## src/rtl/amiq_fifo_arb_pkg.sv

```systemverilog
// Shared definitions for the FIFO write arbiter.
//   arb_state_e  : arbiter FSM states (idle, granted, throttled on almost-full)
//   DefaultBurst : default maximum beats per grant
//   CountW       : width of the per-grant beat counter
//   wrap_inc     : modulo increment used for the round-robin pointer
package amiq_fifo_arb_pkg;

  typedef enum logic [1:0] {
    StIdle     = 2'd0,
    StGrant    = 2'd1,
    StThrottle = 2'd2
  } arb_state_e;

  localparam int unsigned DefaultBurst = 4;
  localparam int unsigned CountW       = 8;

  function automatic int unsigned wrap_inc(input int unsigned idx, input int unsigned modulus);
    return (idx + 1 == modulus) ? 0 : idx + 1;
  endfunction

endpackage

```

## src/rtl/amiq_fifo_wr_arb_if.sv

```systemverilog
// Requester / FIFO side bundle of the FIFO write arbiter.
//   req, req_data          : per-requester write requests and packed data (slice i at [i*N +: N])
//   gnt, cur_owner, busy   : registered grant state
//   fifo_wr_en/_data       : write port towards the FIFO
//   fifo_full/_alm_full    : FIFO status flags
// master: requesters + FIFO model side; slave: the arbiter.
interface amiq_fifo_wr_arb_if #(
  parameter int unsigned N = 8,
  parameter int unsigned K = 4
);
  localparam int unsigned IdxW = $clog2(K);

  logic [K-1:0]    req;
  logic [K*N-1:0]  req_data;
  logic [K-1:0]    gnt;
  logic            fifo_wr_en;
  logic [N-1:0]    fifo_wr_data;
  logic            fifo_full;
  logic            fifo_alm_full;
  logic [IdxW-1:0] cur_owner;
  logic            busy;

  modport master (
    output req, req_data, fifo_full, fifo_alm_full,
    input  gnt, fifo_wr_en, fifo_wr_data, cur_owner, busy
  );

  modport slave (
    input  req, req_data, fifo_full, fifo_alm_full,
    output gnt, fifo_wr_en, fifo_wr_data, cur_owner, busy
  );
endinterface

```

## src/rtl/amiq_rr_pick.sv

```systemverilog
// Combinational rotating-priority picker.
//   req_i    : request vector
//   rr_ptr_i : index with highest priority this cycle
//   idx_o    : first requesting index at or after rr_ptr_i (circular)
//   valid_o  : any request present
module amiq_rr_pick #(
  parameter int unsigned K    = 4,
  parameter int unsigned IdxW = $clog2(K)
) (
  input  logic [K-1:0]    req_i,
  input  logic [IdxW-1:0] rr_ptr_i,
  output logic [IdxW-1:0] idx_o,
  output logic            valid_o
);

  int unsigned     cand;
  logic [IdxW-1:0] cand_idx;

  always_comb begin
    valid_o  = 1'b0;
    idx_o    = '0;
    cand     = 0;
    cand_idx = '0;
    for (int unsigned i = 0; i < K; i++) begin
      cand     = (32'(rr_ptr_i) + i) % K;
      cand_idx = IdxW'(cand);
      if (!valid_o && req_i[cand_idx]) begin
        valid_o = 1'b1;
        idx_o   = cand_idx;
      end
    end
  end

endmodule

```

## src/rtl/amiq_fifo_wr_arb.sv

```systemverilog
// Round-robin write arbiter: K requesters share one FIFO write port, each grant lasting at most
// BURST beats. An owner keeps the port until its burst completes or it drops its request; after
// release the arbiter passes through IDLE (or THROTTLE while the FIFO is almost full).
//   clk, rst_n : clock, asynchronous active-low reset
//   arb_if     : requests/data in, grant state out, FIFO write port and status flags
module amiq_fifo_wr_arb
  import amiq_fifo_arb_pkg::*;
#(
  parameter int unsigned N     = 8,
  parameter int unsigned K     = 4,
  parameter int unsigned BURST = DefaultBurst
) (
  input  logic                clk,
  input  logic                rst_n,
  amiq_fifo_wr_arb_if.slave   arb_if
);

  localparam int unsigned IdxW = $clog2(K);

  arb_state_e      state_q, state_d;
  logic [IdxW-1:0] owner_q, owner_d;
  logic [IdxW-1:0] rr_ptr_q, rr_ptr_d;
  logic [CountW-1:0] count_q, count_d;
  logic [K-1:0]    gnt_q, gnt_d;

  logic [IdxW-1:0] pick_idx;
  logic            pick_valid;
  logic            owner_req;
  logic            xfer;
  logic            rel;

  amiq_rr_pick #(
    .K    (K),
    .IdxW (IdxW)
  ) u_pick (
    .req_i    (arb_if.req),
    .rr_ptr_i (rr_ptr_q),
    .idx_o    (pick_idx),
    .valid_o  (pick_valid)
  );

  assign owner_req = arb_if.req[owner_q];
  assign xfer      = (state_q == StGrant) && owner_req && !arb_if.fifo_full;
  // The final beat is still written in the cycle that releases the grant.
  assign rel       = (state_q == StGrant) &&
                     (!owner_req || (xfer && (count_q == CountW'(BURST - 1))));

  assign arb_if.fifo_wr_en   = xfer;
  assign arb_if.fifo_wr_data = (state_q == StGrant) ? arb_if.req_data[int'(owner_q) * N +: N]
                                                    : '0;
  assign arb_if.gnt          = gnt_q;
  assign arb_if.cur_owner    = owner_q;
  assign arb_if.busy         = (state_q == StGrant);

  always_comb begin
    state_d  = state_q;
    owner_d  = owner_q;
    rr_ptr_d = rr_ptr_q;
    count_d  = count_q;
    gnt_d    = gnt_q;
    unique case (state_q)
      StIdle: begin
        if (pick_valid && !arb_if.fifo_full) begin
          state_d         = StGrant;
          owner_d         = pick_idx;
          gnt_d           = '0;
          gnt_d[pick_idx] = 1'b1;
          count_d         = '0;
        end
      end
      StGrant: begin
        if (rel) begin
          state_d  = arb_if.fifo_alm_full ? StThrottle : StIdle;
          rr_ptr_d = IdxW'(wrap_inc(32'(owner_q), K));
          owner_d  = '0;
          gnt_d    = '0;
        end else if (xfer) begin
          count_d = count_q + 1'b1;
        end
      end
      StThrottle: begin
        if (!arb_if.fifo_alm_full) begin
          state_d = StIdle;
        end
      end
      default: state_d = StIdle;
    endcase
  end

  always_ff @(posedge clk or negedge rst_n) begin
    if (!rst_n) begin
      state_q  <= StIdle;
      owner_q  <= '0;
      rr_ptr_q <= '0;
      count_q  <= '0;
      gnt_q    <= '0;
    end else begin
      state_q  <= state_d;
      owner_q  <= owner_d;
      rr_ptr_q <= rr_ptr_d;
      count_q  <= count_d;
      gnt_q    <= gnt_d;
    end
  end

endmodule

```

## src/flat_wrapper.sv

```systemverilog
// flat-port wrapper written by rule: the top's interface ports become plain ports
module amiq_fifo_wr_arb_flat import amiq_fifo_arb_pkg::*;
#(
  parameter int unsigned N     = 8,
  parameter int unsigned K     = 4,
  parameter int unsigned BURST = DefaultBurst
)
  (clk, rst_n, arb_if_req, arb_if_req_data, arb_if_fifo_full, arb_if_fifo_alm_full, arb_if_gnt, arb_if_fifo_wr_en, arb_if_fifo_wr_data, arb_if_cur_owner, arb_if_busy);
  amiq_fifo_wr_arb_if #(.N(N), .K(K)) arb_if_i ();
  input  logic clk;
  input  logic rst_n;
  input wire logic [$bits(arb_if_i.req)-1:0] arb_if_req;
  input wire logic [$bits(arb_if_i.req_data)-1:0] arb_if_req_data;
  input wire logic [$bits(arb_if_i.fifo_full)-1:0] arb_if_fifo_full;
  input wire logic [$bits(arb_if_i.fifo_alm_full)-1:0] arb_if_fifo_alm_full;
  output wire logic [$bits(arb_if_i.gnt)-1:0] arb_if_gnt;
  output wire logic [$bits(arb_if_i.fifo_wr_en)-1:0] arb_if_fifo_wr_en;
  output wire logic [$bits(arb_if_i.fifo_wr_data)-1:0] arb_if_fifo_wr_data;
  output wire logic [$bits(arb_if_i.cur_owner)-1:0] arb_if_cur_owner;
  output wire logic [$bits(arb_if_i.busy)-1:0] arb_if_busy;
  assign arb_if_i.req = arb_if_req;
  assign arb_if_i.req_data = arb_if_req_data;
  assign arb_if_i.fifo_full = arb_if_fifo_full;
  assign arb_if_i.fifo_alm_full = arb_if_fifo_alm_full;
  assign arb_if_gnt = arb_if_i.gnt;
  assign arb_if_fifo_wr_en = arb_if_i.fifo_wr_en;
  assign arb_if_fifo_wr_data = arb_if_i.fifo_wr_data;
  assign arb_if_cur_owner = arb_if_i.cur_owner;
  assign arb_if_busy = arb_if_i.busy;
  amiq_fifo_wr_arb #(.N(N), .K(K), .BURST(BURST)) u_core (.clk(clk), .rst_n(rst_n), .arb_if(arb_if_i));
endmodule
```

## config.mk

```make
export PLATFORM = sky130hd
export DESIGN_NAME = amiq_fifo_wr_arb_flat
export DESIGN_NICKNAME = d
export VERILOG_FILES = /design/src/rtl/amiq_fifo_arb_pkg.sv /design/src/rtl/amiq_fifo_wr_arb_if.sv /design/src/rtl/amiq_rr_pick.sv /design/src/rtl/amiq_fifo_wr_arb.sv /design/src/flat_wrapper.sv
export SDC_FILE = /design/constraint.sdc
export NUM_CORES = 1
export LEC_CHECK = 0
export CAP_MARGIN = 25
export CORE_MARGIN = 5
export CORE_UTILIZATION = 37
export DETAILED_ROUTE_END_ITERATION = 10
export GPL_TIMING_DRIVEN = 0
export PLACE_DENSITY_LB_ADDON = 0.2
export SETUP_SLACK_MARGIN = 0.3
export SLEW_MARGIN = 20
export SYNTH_ARGS = -nofsm -noshare
export SYNTH_HDL_FRONTEND = slang
export SYNTH_SLANG_ARGS = --single-unit
export TNS_END_PERCENT = 100
```

## constraint.sdc

```tcl
create_clock -name clk -period 1.8 [get_ports clk]
set_input_delay 0.54 -clock clk [delete_from_list [all_inputs] [get_ports clk]]
set_output_delay 0.54 -clock clk [all_outputs]
set_load 0.005 [all_outputs]
```

# ---- Word-level counts from Yosys, hierarchy flattened
# Cells that the tools add are included.
dict set report word_totals {
  register_bits 18
  in_bits 40
  out_inout_bits 16
  elab_cells 85
}
dict set report classes {
  addsub 5
  magnitude_cmp 7
  n_eq_ne 9
  n_shift 1
  mux 37
  reduce_logical 21
}
# op n
set op_table {}
lappend op_table {{2-to-1 mux 8 bit} 4}
lappend op_table {{variable part select 32 x 6 -> 8 bit} 1}
lappend op_table {{2-to-1 mux 2 bit} 11}
lappend op_table {{< comparator 2 x 3 -> 1 bit (second input constant)} 6}
lappend op_table {{one-hot mux 8 bit (2 select lines)} 1}
lappend op_table {{binary-select mux 1 bit (select 2 bit)} 5}
lappend op_table {{2-to-1 mux 1 bit} 10}
lappend op_table {{logical AND 1 bit} 9}
lappend op_table {{adder 8 x 1 -> 8 bit (second input constant)} 1}
lappend op_table {{equality test 8 x 2 -> 1 bit (second input constant)} 1}
lappend op_table {{2-to-1 mux 4 bit} 2}
lappend op_table {{one-hot mux 4 bit (2 select lines)} 1}
lappend op_table {{!= test 2 x 1 -> 1 bit (second input constant)} 3}
lappend op_table {{one-hot mux 2 bit (3 select lines)} 1}
lappend op_table {{AND reduction 3 bit} 2}
lappend op_table {{zero test 1 bit} 5}
lappend op_table {{adder 2 bit (second input constant)} 2}
lappend op_table {{!= test 2 bit (second input constant)} 2}
lappend op_table {{one-hot mux 2 bit (2 select lines)} 1}
lappend op_table {{AND reduction 4 bit} 1}
lappend op_table {{adder 2 x 1 -> 3 bit (second input constant)} 1}
lappend op_table {{equality test 3 bit (second input constant)} 1}
lappend op_table {{adder 2 x 1 -> 2 bit (second input constant)} 1}
lappend op_table {{demux 1 bit (select 2 bit)} 1}
lappend op_table {{other kinds (7)} 7}

# ---- Longest topological paths before layout
dict set report depth {
  word_depth 18
  depth_mapped 5
}

# ---- Modules after synthesis
# From an unflattened synthesis, not the netlist that was laid out.
dict set report hier_totals {
  cells_unflattened 129
  area_unflattened_um2 1321.3
}
# mod instances cells_each area_each_um2
set modules_own_cells {}
lappend modules_own_cells {amiq_fifo_wr_arb 1 114 1243.7}
lappend modules_own_cells {amiq_rr_pick 1 15 77.6}

# ---- Worst setup path after synthesis
# Ideal clock, no wire load.
dict set report synth_timing {
  path_kind {reg-to-output}
  startpoint {register u_core.owner_q[0] (netlist: u_core.arb_if.cur_owner[0])}
  endpoint {output port arb_if_fifo_wr_data[0]}
  arrival_time_ps 1363
  required_ps 1260
  path_slack_ps -103
  stages_incl_launch_ff 4
  cell_sequence {dfrtp_1 > buf_2 > mux4_2 > and2_1}
}
dict set report synth_between {
  elab_chain_cells 2
}
# item line
set synth_lines {}
lappend synth_lines {{start, declared} amiq_fifo_wr_arb.sv:21} ;# logic [IdxW-1:0] owner_q, owner_d;
lappend synth_lines {{start signal, assigned} amiq_fifo_wr_arb.sv:99} ;# owner_q <= owner_d;
lappend synth_lines {{variable part select 32 x 6 -> 8 bit} amiq_fifo_wr_arb.sv:49} ;# assign arb_if.fifo_wr_data = (state_q == StGrant) ? arb_if.req_data[int'(owner_q) * N +: N]
lappend synth_lines {{2-to-1 mux 8 bit} amiq_fifo_wr_arb.sv:49}
lappend synth_lines {{end, declared} flat_wrapper.sv:18} ;# output wire logic [$bits(arb_if_i.fifo_wr_data)-1:0] arb_if_fifo_wr_data;
# Every way passes these cells.

# ---- Final worst setup path
dict set report layout_timing {
  startpoint {register u_core.owner_q[0] (netlist: u_core.arb_if.cur_owner[0])}
  endpoint {output port arb_if_fifo_wr_data[3]}
}
# The elaborated chain is that of the path after synthesis.

==> results.sh <==
export IMPL_status="finished, violations left"
export IMPL_failed_checks="setup timing"
export IMPL_finalCritPeriodShare_pct=126
export IMPL_cp_max_fo=5
export IMPL_wl_per_cell_um=16.1
export IMPL_core_area_sq_um=3100
export IMPL_syn_inst=110
export IMPL_place_area_sq_um=1850
export IMPL_yosysMostFrequentCell="dfrtp_1"
export IMPL_total_power_mw=2.72
export IMPL_initial_core_util_pct=39.0
export IMPL_fin_util_pct=71.3
export IMPL_final_max_slew_viol_count=0
export IMPL_cts_buffer_depth=2
export IMPL_synth_edf_count=0
export IMPL_crit_type="reg -> out"
export IMPL_start_kind="register"
export IMPL_async_reset_ff_share_pct=100
export IMPL_grt_pass1_wl_um=6460
export IMPL_gp_congestion=0.750
export IMPL_seq_area_frac_synth_pct=37.2
export IMPL_p_int_mw=1.82
export IMPL_leakagePower_nw=0.995
export IMPL_die_w_um=67.2
export IMPL_cp_required_ps=1260
export IMPL_period_needed_ps=2260
export IMPL_synth_cell_types=37
export IMPL_powerDensity_nw_per_um2=1230
export IMPL_cts_made_buffers=3
export IMPL_route_met2_wl_um=2130
export IMPL_antenna_left=0
export IMPL_final_area_sq_um=2210
export IMPL_maxSlewHeadroom_pct=44.7
export IMPL_insertion_delay_ps=300
export IMPL_num_rows=20
export IMPL_setup_slack_ps=-460
export IMPL_netlist_top_cell_by_area="dfrtp_1"
export IMPL_maxCapViolations=0
export IMPL_peakVddDrop_v=0.000888
export IMPL_p_seq_share_pct=22.0
export IMPL_netlist_top_cells_area="dfrtp_1, mux4_2, and2_1"
export IMPL_p_sw_share_pct=33.2
export IMPL_fmax_mhz=443
export IMPL_combPwrFrac_pct=68.3
export IMPL_ctsRootBufferMaster="clkbuf_4"
export IMPL_cts_htree_levels=1
export IMPL_antennaDiodeCount=0
export IMPL_remaining_drc_errors=0
export IMPL_clkPwrFrac_pct=9.7
export IMPL_routed_top_layer="met4"
export IMPL_drive_gt1_share_pct=41.0
export IMPL_p_sw_mw=0.904
export IMPL_setup_viol=24
export IMPL_pin_count=56
export IMPL_synth_ff_type="dfrtp_1"
export IMPL_final_setup_tns_ps=-8680
export IMPL_synth_common_cells="dfrtp_1, mux4_2, nand2_1"
export IMPL_cp_end_kind="primary output"
export IMPL_syn_nets=152
export IMPL_synth_warning_count=0
export IMPL_wl_met1_um=1520
export IMPL_grt_usage_pct=19.0
export IMPL_dr_wl_met3_um=138
export IMPL_synth_top_cell_area_share_pct=37.2
export IMPL_grt_overflow=0
export IMPL_tightest_slew_ps=828
export IMPL_dp_hpwl_um=2700
export IMPL_place_ws_ps=-1030
export IMPL_ys_ff_latch=18
export IMPL_syn_to_final_growth_pct=82.5
export IMPL_die_y_um=67.2
export IMPL_drt_iter0_drc=60
export IMPL_die_area_sq_um=4520
export IMPL_io_buffers=55
export IMPL_nets=238
export IMPL_hold_class="reg -> reg"
export IMPL_cts_sinks=18
export IMPL_clkTransAtPathRegs_ps=110
export IMPL_synth_area_per_cell_sq_um=11.0
export IMPL_first_pass_iters=4
export IMPL_crit_arrival_ps=1720
export IMPL_antenna_found_initial=0
export IMPL_hold_violations=0
export IMPL_avgViaCountPerCell=5.21
export IMPL_skew_ps=4.53
export IMPL_grt_pass1_vias=1364
export IMPL_vias=1245
export IMPL_drt_total_wl_um=3860
export IMPL_grt_max_degree=19
export IMPL_rsz0062_at_grt="true"
export IMPL_synth_cell_area_sq_um=1210
export IMPL_cts_tree="built"
-- timing repair --
action,4_1_cts,5_1_grt
buffers inserted,19,6
resized for setup,87,16
gates cloned,1,0
endpoints found under the setup margin,34,33
hold buffers,0,0
pin swaps,11,8
-- registers in the layout, summed over array words and instances (netlist names) --
register / cells
u_core.arb_if.cur_owner: 2
u_core.arb_if.gnt: 4
u_core.count_q: 8
u_core.rr_ptr_q: 2
u_core.state_q: 2
-- cell families after synthesis --
group | share of synthesized area, %
multiplexers | 22.7
adder cells (fa/ha/maj) | 2.07
XOR/XNOR | 2.89
AO/OA/AOI/OAI | 11.0
AND/OR/NAND/NOR | 22.0
buffers and inverters | 2.17
flip-flops | 37.2
-- area by class of cell --
type                       count  area [sq um]
tap                           44          55.1
sequential                    18           452
inverter                       2          7.51
multi-input combinational     86           812
buffer                         4          46.3
clock buffer                   4          36.3
timing repair buffer          81           802
fill                         249           892
-- per-stage QoR --
| stage | std cells | hold slack, ps |
|---|---|---|
| 6_report | 239 | 497 |
| 3_3_place_gp | 209 | 478 |
| 4_1_cts | 233 | 501 |
| 5_1_grt | 239 | 536 |
| 3_5_place_dp | 209 | 480 |
| 2_1_floorplan | 110 | 244 |
-- power groups by stage --
stage	registers [mW]	logic, mW	clock network [mW]
floorplan	0.619	0.718	0
global placement	0.632	1.24	0
detailed placement	0.638	1.27	0
CTS	0.591	1.67	0.264
global route	0.613	2.01	0.278
finish	0.599	1.86	0.264
-- path summary, 6_finish.rpt --
path | from | endpoint | slack, ps | depth (start not counted)
setup / recovery | u_core.arb_if.cur_owner[0] | arb_if_fifo_wr_data[3] | -460 | 5
min in group asynchronous | rst_n | u_core.count_q[0] | 700 | 1
hold / removal | u_core.arb_if.gnt[1] | u_core.arb_if.gnt[1] | 500 | 1
hold reg to reg | u_core.arb_if.gnt[1] | u_core.arb_if.gnt[1] | 500 | 1
max in group asynchronous | rst_n | u_core.state_q[1] | 540 | 1
setup reg to reg | u_core.arb_if.cur_owner[0] | u_core.arb_if.gnt[1] | -420 | 8
-- worst max-delay path: stages, from the launching register on --
cell	delay (ps)
dfrtp_1	400
buf_6	140
buf_12	120
mux4_2	490
and2_1	140
buf_2	120
-- cells in the final DEF, fill, tap and decap left out, types with 2 or more instances in the layout --
cell type / Yosys / final
nand3_2: 0 / 3
and3_1: 3 / 2
nand4_1: 3 / 3
buf_4: 0 / 12
clkdlybuf4s15_2: 0 / 2
dfrtp_1: 18 / 17
mux4_2: 9 / 9
xor2_1: 3 / 3
a22o_1: 2 / 2
buf_2: 3 / 4
nand2_1: 9 / 8
nand2b_1: 2 / 2
a32o_2: 2 / 2
clkbuf_4: 0 / 4
clkdlybuf4s50_1: 0 / 35
nor2_1: 8 / 8
a21oi_1: 4 / 4
and4_1: 2 / 2
ha_1: 2 / 2
a32o_1: 2 / 2
buf_6: 0 / 21
and2_4: 0 / 5
and2_1: 8 / 4
inv_1: 2 / 2
mux2_2: 2 / 2
clkdlybuf4s15_1: 0 / 6
mux2i_1: 5 / 5
-- metal layers --
layer  GRT usage [%]  vias to the layer above
met5               0                        -
met4            4.05                        0
met3            4.49                        8
met2            34.2                       27
met1            23.0                      618
li1                -                      592
No activity file was read; power rests on OpenSTA's default activity.
